--- src/rtl/vga_pkg.sv ---
`default_nettype none
// +----------------------------------------------------------------------+
// | Module   : vga_pkg                                                   |
// | Purpose  : Shared constants and types for the VGA framebuffer        |
// |            scan-out path (framebuffer geometry, pipeline latency,    |
// |            12-bit colour type and the reset palette ramp).           |
// | Revision : 1.0 - initial release                                     |
// +----------------------------------------------------------------------+
package vga_pkg;

  localparam int FB_W        = 160;  // framebuffer width in pixels
  localparam int FB_H        = 120;  // framebuffer height in pixels
  localparam int FB_SCALE_SH = 2;    // each framebuffer pixel is 4x4 screen pixels
  localparam int PIPE_LAT    = 3;    // coordinate-in to colour-out latency

  typedef struct packed {
    logic [3:0] r;
    logic [3:0] g;
    logic [3:0] b;
  } rgb12_t;

  // Grayscale value loaded into palette entry i on reset.
  function automatic rgb12_t ramp_entry(input logic [3:0] i);
    rgb12_t c;
    c.r = i;
    c.g = i;
    c.b = i;
    return c;
  endfunction

endpackage
`default_nettype wire

--- src/rtl/vga_palette.sv ---
`default_nettype none
// +----------------------------------------------------------------------+
// | Module   : vga_palette                                               |
// | Purpose  : 16 x 12-bit colour lookup table. One synchronous write    |
// |            port, one asynchronous read port. Reset reloads a         |
// |            grayscale ramp. A read of an entry being written in the   |
// |            same cycle sees the old contents.                         |
// | Ports    : clk, reset       - clock, sync active-high reset          |
// |            we, widx, wdata  - write strobe, entry, value             |
// |            ridx, rdata      - read index, colour (combinational)     |
// | Revision : 1.0 - initial release                                     |
// +----------------------------------------------------------------------+
module vga_palette
  import vga_pkg::*;
(
  input  logic       clk,
  input  logic       reset,
  input  logic       we,
  input  logic [3:0] widx,
  input  rgb12_t     wdata,
  input  logic [3:0] ridx,
  output rgb12_t     rdata
);

  rgb12_t mem [16];

  always_ff @(posedge clk) begin
    if (reset) begin
      for (int i = 0; i < 16; i++) begin
        mem[i] <= ramp_entry(4'(i));
      end
    end else if (we) begin
      mem[widx] <= wdata;
    end
  end

  assign rdata = mem[ridx];

endmodule
`default_nettype wire

--- src/rtl/vga_fb_reader.sv ---
`default_nettype none
// +----------------------------------------------------------------------+
// | Module   : vga_fb_reader                                             |
// | Purpose  : Framebuffer scan-out. Turns the sync generator's pixel    |
// |            coordinate into a read address for a 4x-downscaled        |
// |            indexed framebuffer, maps the returned index through the  |
// |            palette and delays HS/VS so colour and sync leave aligned.|
// | Ports    : clk, reset               - pixel clock, sync reset        |
// |            x, y, video_on           - coordinate and visible flag    |
// |            hsync_in, vsync_in       - raw active-low syncs           |
// |            fb_addr / fb_data        - framebuffer read port          |
// |            pal_we, pal_idx, pal_data- palette write port             |
// |            HS, VS, VGA_R/G/B        - aligned outputs                |
// | Revision : 1.0 - initial release                                     |
// +----------------------------------------------------------------------+
module vga_fb_reader #(
  parameter int FB_W   = 160,
  parameter int FB_H   = 120,
  parameter int ADDR_W = 15
) (
  input  logic              clk,
  input  logic              reset,
  input  logic [9:0]        x,
  input  logic [9:0]        y,
  input  logic              video_on,
  input  logic              hsync_in,
  input  logic              vsync_in,
  output logic [ADDR_W-1:0] fb_addr,
  input  logic [3:0]        fb_data,
  input  logic              pal_we,
  input  logic [3:0]        pal_idx,
  input  logic [11:0]       pal_data,
  output logic              HS,
  output logic              VS,
  output logic [3:0]        VGA_R,
  output logic [3:0]        VGA_G,
  output logic [3:0]        VGA_B
);

  import vga_pkg::*;

  localparam int CRD_W = 10 - FB_SCALE_SH;

  // ---------------------------------------------------------------- stage 1
  logic [CRD_W-1:0]  col;
  logic [CRD_W-1:0]  row;
  logic              in_fb;
  logic [ADDR_W-1:0] row_base;
  logic [ADDR_W-1:0] addr_next;

  assign col = x[9:FB_SCALE_SH];
  assign row = y[9:FB_SCALE_SH];

  // Coordinates outside the framebuffer never occur with video_on set for
  // a valid timing, but gating on them keeps the address in range anyway.
  assign in_fb = video_on && (int'(col) < FB_W) && (int'(row) < FB_H);

  generate
    if (FB_W == 160) begin : g_mul_160
      // row*160 = row*128 + row*32
      assign row_base = (ADDR_W'(row) << 7) + (ADDR_W'(row) << 5);
    end else begin : g_mul_generic
      assign row_base = ADDR_W'(row * FB_W);
    end
  endgenerate

  assign addr_next = in_fb ? (row_base + ADDR_W'(col)) : '0;

  // ---------------------------------------------------------------- stage 3
  rgb12_t pal_rd;
  rgb12_t rgb_q;

  vga_palette u_palette (
    .clk   (clk),
    .reset (reset),
    .we    (pal_we),
    .widx  (pal_idx),
    .wdata (rgb12_t'(pal_data)),
    .ridx  (fb_data),
    .rdata (pal_rd)
  );

  // Sync delay lines are the full latency long. The visible flag only needs
  // to reach stage 2 (alongside fb_data); the colour register itself is its
  // third stage, forced to black when the pixel is blanked.
  logic [PIPE_LAT-1:0] hs_pipe;
  logic [PIPE_LAT-1:0] vs_pipe;
  logic [PIPE_LAT-2:0] vo_pipe;

  always_ff @(posedge clk) begin
    if (reset) begin
      fb_addr <= '0;
      hs_pipe <= '1;
      vs_pipe <= '1;
      vo_pipe <= '0;
      rgb_q   <= '0;
    end else begin
      fb_addr <= addr_next;
      hs_pipe <= {hs_pipe[PIPE_LAT-2:0], hsync_in};
      vs_pipe <= {vs_pipe[PIPE_LAT-2:0], vsync_in};
      vo_pipe <= {vo_pipe[PIPE_LAT-3:0], video_on};
      rgb_q   <= vo_pipe[PIPE_LAT-2] ? pal_rd : '0;
    end
  end

  assign HS    = hs_pipe[PIPE_LAT-1];
  assign VS    = vs_pipe[PIPE_LAT-1];
  assign VGA_R = rgb_q.r;
  assign VGA_G = rgb_q.g;
  assign VGA_B = rgb_q.b;

endmodule
`default_nettype wire

--- config.mk ---
export PLATFORM = sky130hd
export DESIGN_NAME = vga_fb_reader
export DESIGN_NICKNAME = d
export VERILOG_FILES = /design/src/rtl/vga_pkg.sv /design/src/rtl/vga_palette.sv /design/src/rtl/vga_fb_reader.sv
export SDC_FILE = /design/constraint.sdc
export NUM_CORES = 1
export LEC_CHECK = 0
export CAP_MARGIN = 5
export CORE_MARGIN = 2
export CORE_UTILIZATION = 26
export CTS_CLUSTER_DIAMETER = 80
export CTS_CLUSTER_SIZE = 20
export DETAILED_ROUTE_END_ITERATION = 8
export GPL_TIMING_DRIVEN = 0
export HOLD_SLACK_MARGIN = 0.12
export PLACE_DENSITY_LB_ADDON = 0.1
export SLEW_MARGIN = 10
export SYNTH_ARGS = -nofsm -noshare
export SYNTH_HDL_FRONTEND = slang
export SYNTH_SLANG_ARGS = --single-unit
--- constraint.sdc ---
create_clock -name clk -period 6.46 [get_ports clk]
set_input_delay 1.615 -clock clk [delete_from_list [all_inputs] [get_ports clk]]
set_output_delay 1.615 -clock clk [all_outputs]
set_load 0.05 [all_outputs]
# Word level (Yosys, flattened, before mapping)
# Memory sizes are Yosys's and may differ from the RTL's. A register that Yosys moved wholly into a read port is not among the register bits.
# Index checks and enable logic that the tools add are counted.
word_totals:
  reg_bits: 23
  latch_bits: 0
  ramBits: 192
  mem_bits_ro: 0
  in_bits: 46
  output_inout_bits: 29
  mem_count: 1
classes:
  n_addsub: 2
  n_mul: 0
  div_mod_pow: 0
  order_cmp: 2
  eq_ne: 0
  shift: 0
  muxes: 8
  bitwise: 2
  n_reduce_logical: 5
mem_list:
  columns: ["memory", "words", "width", "read_ports", "rd_clocked_by_memory_dff", "wr", "line_no", "source"]
  rows:
  - ["u_palette.mem", 16, 12, 1, 1, 16, "vga_palette.sv:25", "rgb12_t mem [16];"]
op_table:
  columns: ["operator", "count"]
  rows:
  - ["adder 15 x 13 -> 15 bit", 1]
  - ["adder 15 x 8 -> 15 bit", 1]
  - ["2-to-1 mux 12 bit", 1]
  - ["OR reduction 12 bit", 1]
  - ["less-than comparator 8 x 7 -> 1 bit, second input constant", 1]
  - ["less-than comparator 8 bit, second input constant", 1]
  - ["2-to-1 mux 1 bit", 6]
  - ["2-to-1 mux 4 bit", 1]
  - ["OR reduction 2 bit", 2]
  - ["logical AND 1 bit", 2]
  - ["NOT 1 bit", 2]

# Longest topological paths before layout
depth:
  ltp_word: 5
  mapped_depth: 8
  mapped_depth_nobuf: 8

# By module
# From an unflattened synthesis, not the netlist that was laid out.
unflattened:
  hier_cells: 690
  hier_area_um2: 10172.3
modules_own_cells:
  columns: ["module", "instances", "cells_each", "area_per_inst_um2"]
  rows:
  - ["vga_palette", 1, 561, 8768.4]
  - ["vga_fb_reader", 1, 129, 1403.8]

# Worst setup path after synthesis
# No wires, ideal clock.
synth_path:
  kind: "input to register"
  startpoint: "input port y[2]"
  endpoint: "register fb_addr[14]"
  setup_ns: 0.120
  t_arrival_ns: 3.486
  required_ns: 6.340
  path_slack_ns: 2.854
  path_stages: 8
  path_cell_list: "inv_1 -> fa_1 -> inv_1 -> fa_1 -> a211oi_1 -> nor2_1 -> o31a_1 -> o31a_1"
synth_via:
  elab_chain_len: 4
synth_rtl:
  columns: ["element", "line_no", "source"]
  rows:
  - ["from (decl)", "vga_fb_reader.sv:24", "input logic [9:0] y,"]
  - ["branches (longest 4 deep; another with adder 15 x 13 -> 15 bit)", null, null]
  - ["to (signal assigned)", "vga_fb_reader.sv:98", "fb_addr <= addr_next;"]
  - ["to (decl)", "vga_fb_reader.sv:28", "output logic [ADDR_W-1:0] fb_addr,"]
# Several ways; the timed one is not identified.
# A chain may end at the register's enable or synchronous reset.

==> run summary <==
Internal power - 2.398 mW
Worst hold path type - reg2reg
CP required - 6.62 ns
CP Max Fanout - 12
Post-Place Cells - 1307
Leakage power - 4.037 nW
Layout area overhead - 19.22%
Post-route design area - 12300 sq um
Setup skew after layout - 0.02058 ns
CTS max path bufs - 3
FF+latch area - 6466 sq um
Vias - 6145
Clk sink count - 227
Most used cell, CP - clkbuf_1
Setup repair bufs after CTS - 0
Initial antenna violation count - 1
HPWL after DPL - 22.43 mm
Final TNS setup - 0 ns
Final net count - 873
DRT met1 WL - 14.51 mm
Min Clock Period, post-route - 4.101 ns
Pins Over Slew Limit - 0
Port buffer count - 69
I/O pin cnt - 75
Synth warn - 0
Power Density - 261.5 nW/um^2
Clock Tree Root - clkbuf_16
Clock latency on the worst-skew pair - 0.51 ns
Fraction of the mapped netlist area in simple logic gates - 18.50%
Initial Utilization - 26.51%
Final cycle utilization of the critical path - 63.48%
Switch Pwr - 0.8193 mW
Post-synth EDFFs - 192
Post-synthesis average cell area - 14.33 sq um
Post-DP Area - 11660 sq um
Fmax - 243.9 MHz
Core footprint - 38920 sq um
Cell Chain, Critical Path - clkdlybuf4s50_1 > clkbuf_1 > nand4bb_4 > nor3_1 > clkbuf_1 > or2_2
Seq/Total Area, Yosys - 62.67%
Share of layout cells above drive strength 1 - 15.45%
Initial DRC count - 472
Core Rows - 72
Gr ovfl total - 0
Largest net degree at the start of global routing - 21
Vias/cell - 4.586
DIE WIDTH - 203.2 um
Critical Path Max Stage Delay - 0.54 ns
Wire length on met2 - 15.21 mm
Hold path cells - 1
Critical path's top delay family - buffers and inverters
Maximum vdd ir drop - 0.1396 mV
Slew headroom - 46.49%
CTS tree - yes
Synth Area in Adders - 2.207%
First-pass GRT wire length - 45.72 mm
# DRC - 0
Total GRT Usage - 15.64%
Mux contribution to synthesized area - 9.700%
Hold-fix buffer count after cts - 0
Slowest cell on the critical path - clkdlybuf4s50_1
Non-Filler Instances - 1340
Fillers - 3931
Most frequent cells in the layout - edfxtp_1, and2_1, or3_1
Max Cap Viol - 0
DR WL met3 - 1.558 mm
DR pass1 iterations - 5
Crit path buf inv count - 3
Antenna diode count - 0
Antenna-violating nets left - 0
Syn Nets - 783
Synth Register Bits - 227
CTS buffer count - 19
Endpoints failing hold - 0
Die area - 41300 sq um
Combinational family with the most area after synthesis - simple AND/OR/NAND/NOR gates
Clock share of power - 37.8%
CTS HTree Levels - 1
Top sig layer - met4
Reg2Reg Depth - 4
Flop pwr share - 52.3%
Netlist cell types - 47
Combinational power share - 9.9%
Cts repair resizes - 0
Status - complete, no violations
Worst setup SP type - input pin
Crit. End Element - register
RSZ-0062 raised after global routing - no
Final Setup Violations - 0
Worst Path Arrival - 4.26 ns
Gate Count Post-Synth - 720
Most area-consuming cells after synthesis - edfxtp_1, mux4_2, dfxtp_1, and2_1, or3_1
Placer Congestion - 0.7719
Worst-margin pin slew - 0.7959 ns
Switch share - 25.47%
Final Power - 3.217 mW
Drt total wl - 31.82 mm
Xor/xnor share of the synthesized area - 0.08488%
Post-synth top area cell - edfxtp_1
Compound-cell area share of the yosys netlist - 4.014%
Post-Syn Area - 10320 sq um
Top-area cell type share of the netlist area - 55.87%
Clock-pin transition on the worst setup and hold timing paths - 0.08 ns
Post-synth ARST share - 0%
Crit Path Category - in2reg
Levels on crit path - 6
Die Span Y - 203.2 um
Area of the multi-input gates - 3565 sq um
Avg WL per Cell - 23.75 um
Vias in the first global route - 6377
Ys flop type - edfxtp_1
Most common cell after layout, fill and taps aside - edfxtp_1
worst paths after layout:
kind,from,to,slack [ns]
setup / recovery,reset,u_palette.mem[1][5],2.36
hold / removal,hs_pipe[0],hs_pipe[1],0.41
setup reg to reg,vo_pipe[1],VGA_G[3],4.68
hold reg to reg,hs_pipe[0],hs_pipe[1],0.41
synth_stat cells (2+ instances only):
| library cell | n |
|---|---|
| buf_6 | 6 |
| fa_1 | 2 |
| or3_1 | 85 |
| o31a_1 | 2 |
| o31ai_1 | 8 |
| mux2i_1 | 10 |
| a21o_1 | 2 |
| o21ai_0 | 5 |
| inv_1 | 5 |
| mux4_2 | 40 |
| o22ai_1 | 4 |
| or2_2 | 21 |
| a221o_1 | 8 |
| dfxtp_1 | 35 |
| edfxtp_1 | 192 |
| nand2_1 | 12 |
| nor3_1 | 14 |
| o21bai_1 | 2 |
| and2_2 | 10 |
| a211oi_1 | 21 |
| nor2b_1 | 26 |
| and2_1 | 94 |
| nand2b_1 | 17 |
| buf_2 | 10 |
| clkbuf_1 | 37 |
| ha_1 | 15 |
| nor2_1 | 17 |
power groups by stage:
stage	sequential (mW)	combinational [mW]	clock, mW
6_report	1.68	0.318	1.22
5_1_grt	1.69	0.345	1.30
4_1_cts	1.68	0.327	1.25
3_5_place_dp	1.72	0.326	0
3_3_place_gp	1.72	0.328	0
2_1_floorplan	1.72	0.169	0
final cells by class:
class                           count  area share [%]
Inverter                            5          0.1526
Sequential cell                   227           52.56
Clock buffer                       21           4.272
Multi-Input combinational cell    432           28.98
Timing Repair Buffer               69           5.614
Clock inverter                     12          0.9357
Buffer                             56           2.217
Tap cell                          518           5.269
routing by layer:
metal | vias up | GRT usage [%]
li1 | 2885 | -
met5 | - | 0
met3 | 28 | 2.701
met4 | 0 | 3.285
met2 | 152 | 25.88
met1 | 3080 | 21.53
state kept, by name, summed over array words and instances (netlist names):
signal         cells
u_palette.mem    192
fb_addr           15
VGA_B              4
VGA_G              4
VGA_R              4
hs_pipe            3
vs_pipe            3
vo_pipe            2
cell families (layout without fill, tap and decap cells):
family          after synthesis  after routing
compound gates               55             55
simple gates                309            309
fa+ha+maj                    17             17
xor+xnor                      1              1
mux                          50             50
buf+inv                      61            163
flops                       227            227
stage by stage:
| step | utilization, % | worst slack [ns] | hold WS, ns |
|---|---|---|---|
| after floorplan | - | 2.854 | 0.3895 |
| after global placement | 29.95 | 1.758 | 0.3926 |
| after detailed placement | 29.95 | 1.714 | 0.3970 |
| after CTS | 31.60 | 2.226 | 0.4170 |
| after global routing | 31.61 | 2.135 | 0.4250 |
| final | 31.61 | 2.359 | 0.4138 |
No activity file was read; power rests on OpenSTA's default activity.
